==> config.mk <==
export PLATFORM = sky130hd
export DESIGN_NAME = decoder_sweep
export DESIGN_NICKNAME = d
export VERILOG_FILES = /design/src/rtl/decoder_sweep.sv
export SDC_FILE = /design/constraint.sdc
export NUM_CORES = 1
export LEC_CHECK = 0
export CORE_ASPECT_RATIO = 1.75
export CORE_MARGIN = 2
export CORE_UTILIZATION = 43
export DETAILED_ROUTE_END_ITERATION = 10
export GPL_ROUTABILITY_DRIVEN = 0
export PLACE_DENSITY = 0.72
export REMOVE_ABC_BUFFERS = 1
export SETUP_SLACK_MARGIN = 0.4
export SYNTH_ARGS = -nofsm -noshare
export SYNTH_HDL_FRONTEND = slang
export SYNTH_SLANG_ARGS = --single-unit
==> constraint.sdc <==
create_clock -name clk -period 1.06 [get_ports clk]
set_input_delay 0.106 -clock clk [delete_from_list [all_inputs] [get_ports clk]]
set_output_delay 0.106 -clock clk [all_outputs]
set_load 0.1 [all_outputs]
==> src/rtl/decoder_sweep.sv <==
// Registered N-to-2^N one-hot decoder with a hardware sweep mode that walks
// every output line once per start pulse (used to clear the register file).
module decoder_sweep #(
    parameter int unsigned SEL_W     = 5,
    parameter bit          ZERO_SKIP = 1'b1
) (
    input  logic                  clk,
    input  logic                  rst,
    input  logic                  en,
    input  logic [SEL_W-1:0]      sel,
    input  logic                  sweep_start,
    output logic [(2**SEL_W)-1:0] y,
    output logic                  y_valid,
    output logic                  sweep_busy,
    output logic                  sweep_done
);

    localparam int unsigned     OUT_W      = 2**SEL_W;
    localparam logic [SEL_W-1:0] FIRST      = SEL_W'(ZERO_SKIP ? 1 : 0);
    localparam logic [SEL_W-1:0] FIRST_NEXT = SEL_W'((ZERO_SKIP ? 1 : 0) + 1);

    typedef enum logic {IDLE, SWEEP} state_t;

    state_t             state_q, state_d;
    logic [SEL_W-1:0]   cnt_q, cnt_d;
    logic [OUT_W-1:0]   y_d;
    logic               y_valid_d, sweep_busy_d, sweep_done_d;

    // State and registered outputs
    always_ff @(posedge clk or posedge rst) begin
        if (rst) begin
            state_q    <= IDLE;
            cnt_q      <= '0;
            y          <= '0;
            y_valid    <= 1'b0;
            sweep_busy <= 1'b0;
            sweep_done <= 1'b0;
        end else begin
            state_q    <= state_d;
            cnt_q      <= cnt_d;
            y          <= y_d;
            y_valid    <= y_valid_d;
            sweep_busy <= sweep_busy_d;
            sweep_done <= sweep_done_d;
        end
    end

    // Next-state logic; the sweep ends once the top line has been shown
    always_comb begin
        state_d = state_q;
        case (state_q)
            IDLE:    if (sweep_start) state_d = SWEEP;
            SWEEP:   if (y[OUT_W-1])  state_d = IDLE;
            default: state_d = IDLE;
        endcase
    end

    // Next output values; sweep start takes priority over a decode request
    always_comb begin
        cnt_d        = cnt_q;
        y_d          = '0;
        y_valid_d    = 1'b0;
        sweep_busy_d = 1'b0;
        sweep_done_d = 1'b0;
        case (state_q)
            IDLE: begin
                if (sweep_start) begin
                    y_d          = OUT_W'(1) << FIRST;
                    cnt_d        = FIRST_NEXT;
                    y_valid_d    = 1'b1;
                    sweep_busy_d = 1'b1;
                end else if (en && !(ZERO_SKIP && (sel == '0))) begin
                    y_d       = OUT_W'(1) << sel;
                    y_valid_d = 1'b1;
                end
            end
            SWEEP: begin
                if (y[OUT_W-1]) begin
                    sweep_done_d = 1'b1;
                end else begin
                    y_d          = OUT_W'(1) << cnt_q;
                    cnt_d        = cnt_q + SEL_W'(1);
                    y_valid_d    = 1'b1;
                    sweep_busy_d = 1'b1;
                end
            end
            default: ;
        endcase
    end

endmodule

==> impl_metrics.toml <==
[cells_and_area]
final_common_cell = "dfrtp_1"
layout.nets = 246
diodes = 0
layout_common_cells = "dfrtp_1, buf_4, buf_12, o22ai_2, nand2_1"
multiInputGateArea_um2 = 1000
finalNonFillerCells = 280
final_core_util = 0.879
seqCellArea_um2 = 1000
nFillCells = 150
drive_gt1_frac = 0.629
area_growth_pct = 99.2

[pwr]
ir_drop_mv = 2.26
power-per-cell-area_nw_per_um2 = 2720
leakagePower_uw = 0.00143

[sta]
fmax_ghz = 0.689
skew_ns = 0.00329
holdWs_ns = 0.160
worst_slew_pin_slew_ns = 0.511
finalCritPeriodShare = 1.37
setup_ws_ns = -0.391
drv_slew = 0
setup_viol = 42
maxSlewHeadroom = 0.658
tns_ns = -11.97
finalHoldViolCount = 0
rsz0062_at_grt = "yes"
period_needed_ns = 1.45

[setup_path]
required_ns = 1.28
cp_top_family = "buffers and inverters"
path_cells = "buf_4 -> buf_4 -> buf_4 -> inv_1 -> nor3_1 -> o21bai_1"
endpoint_kind = "flop"
crit_top_cell = "buf_4"
cp_data_arrival_time_ns = 1.67
crit_path_top_delay_cell = "dfrtp_2"
crit_type = "reg2reg"
cp.buffers_inverters = 4
startpoint_type = "flop"
crit_fanout = 5
slowest_delay_ns = 0.44

[placement]
portBuffers = 43
detailedPlace.worstSlack_ns = -0.397
hpwl_um = 3380
dp.cells = 258

[global_route]
antenna_found_initial = 0
grt_pass1_wl_um = 9940
grt_pass1_vias = 1868
grt_overflow_total = 0
grt_usage = 0.311
grt_max_degree = 41

[floorplan]
core_area_um2 = 3790
die-area_um2 = 4420
die_w_um = 51.2
fp.dieH_um = 86.5
io_pins = 44
rows = 30
initial_utilization = 0.441

[clock_network]
cts_buffers = 5
h-tree-depth = 2
root_buffer = "clkbuf_8"
clk_latency_ns = 0.31
max-clock-path-buffers = 2
cts_tree = "yes"
cts_hold_buf = 0
clock_sink_count = 40
clk_pin_slew_ns = 0.08

[route]
routedWlPerCell_um = 24.7
num_vias = 1733
routed_wl_um = 6910
ant_nets = 0
drc = 0
drt_iter0_drc = 82
vias_per_cell = 6.19
drtPass1Iterations = 4

[logic_synthesis]
ys_ff_latch = 40
synth.distinct_cells = 29
syn-cell-area_um2 = 1670
synth_warnings = 0
ys_seq_area_frac = 0.598
netlist_instances = 143
avgSynthCellArea_um2 = 11.7

[run]
cap_violations = 0

[status]
violations = "negative setup slack"
outcome = "finished, violations left"

[worst_hold_path]
hp-class = "in2async"
state kept, by name, summed over array words and instances (netlist names):
signal	count
state_q	1
y_valid	1
cnt_q	5
sweep_done	1
y	32
cell type report:
cell class,count,share of cell area
clock buffer,6,0.0218
clock inverter,2,0.0105
inverter,8,0.00901
multi-input combinational,91,0.300
sequential,40,0.301
tap,48,0.0180
timing repair buffer,85,0.339
report_power, final:
| part | leakage, µW | internal (µW) | switching [µW] |
|---|---|---|---|
| clock network | 0.0000552 | 699 | 585 |
| logic | 0.000839 | 2100 | 3410 |
| registers | 0.000533 | 1850 | 413 |
kinds of logic (layout without fill, tap and decap cells):
logic type               count (synthesis)  in the layout  share of synthesized area
buffers and inverters                   12            101                     0.0337
XOR/XNOR                                 2              2                     0.0105
flip-flops                              40             40                      0.598
adder cells (fa/ha/maj)                  6              6                     0.0449
AND/OR/NAND/NOR                         44             44                      0.152
AO/OA/AOI/OAI                           39             39                      0.161
worst reg2reg max path: stages, from the launching register on:
cell and delay, ns:
dfrtp_2 0.44, buf_4 0.14, buf_4 0.10, buf_4 0.17, inv_1 0.09, nor3_1 0.24
o21bai_1 0.18
stage by stage:
stage          instance area, µm²  total power [µW]
4_1_cts                      3160              8300
3_5_place_dp                 2710              6470
5_1_grt                      3330              9310
2_1_floorplan                1650              4620
3_3_place_gp                 2710              6350
6_report                     3330              9060
metal layers:
metal	GRT usage	vias to the layer above	wire length, µm
met2	0.555	114	3740
met5	0	-	0
met4	0.170	0	512
li1	-	701	-
met3	0.0776	40	382
met1	0.324	878	2280
synthesized netlist by cell type:
library cell / instances / share of area
a21oi_1: 2 / 0.0060
a22o_1: 1 / 0.0052
a41oi_1: 1 / 0.0052
and2_1: 1 / 0.0037
and2b_1: 1 / 0.0045
buf_2: 3 / 0.0090
buf_6: 1 / 0.0067
dfrtp_1: 40 / 0.60
ha_1: 6 / 0.045
inv_1: 8 / 0.018
nand2_1: 13 / 0.029
nand2b_1: 1 / 0.0037
nand3_1: 8 / 0.024
nand3b_1: 3 / 0.013
nand3b_2: 2 / 0.013
nand4b_1: 2 / 0.010
nor2_1: 7 / 0.016
nor2b_1: 1 / 0.0037
nor3_1: 1 / 0.0030
nor3b_4: 1 / 0.011
o21bai_1: 1 / 0.0045
o22ai_1: 28 / 0.10
o311ai_2: 1 / 0.0097
o31ai_1: 1 / 0.0045
o32ai_1: 4 / 0.021
or2_2: 1 / 0.0037
or3_4: 1 / 0.0067
or3b_1: 1 / 0.0052
xnor2_1: 2 / 0.010
path summary, 6_finish.rpt:
check	slack, ns	depth (start not counted)	startpoint	endpoint
max in group asynchronous	0.69	3	rst	y[31]$_DFF_PP0_
min in group clk	0.56	2	sweep_start	cnt_q[0]$_DFFE_PP0P_
worst min register to register	0.75	3	cnt_q[2]$_DFFE_PP0P_	cnt_q[2]$_DFFE_PP0P_
worst max register to register	-0.39	6	state_q$_DFF_PP0_	cnt_q[3]$_DFFE_PP0P_
worst min-delay path	0.16	3	rst	y[11]$_DFF_PP0_
worst max-delay path	-0.39	6	state_q$_DFF_PP0_	cnt_q[3]$_DFFE_PP0P_
what timing repair did:
action                                  CTS  global route
resized for setup                        55            25
setup buffers                             9             5
pin swaps                                 7             6
endpoints found under the setup margin   75            75
Note: power is estimated with default switching activity, not from simulation.
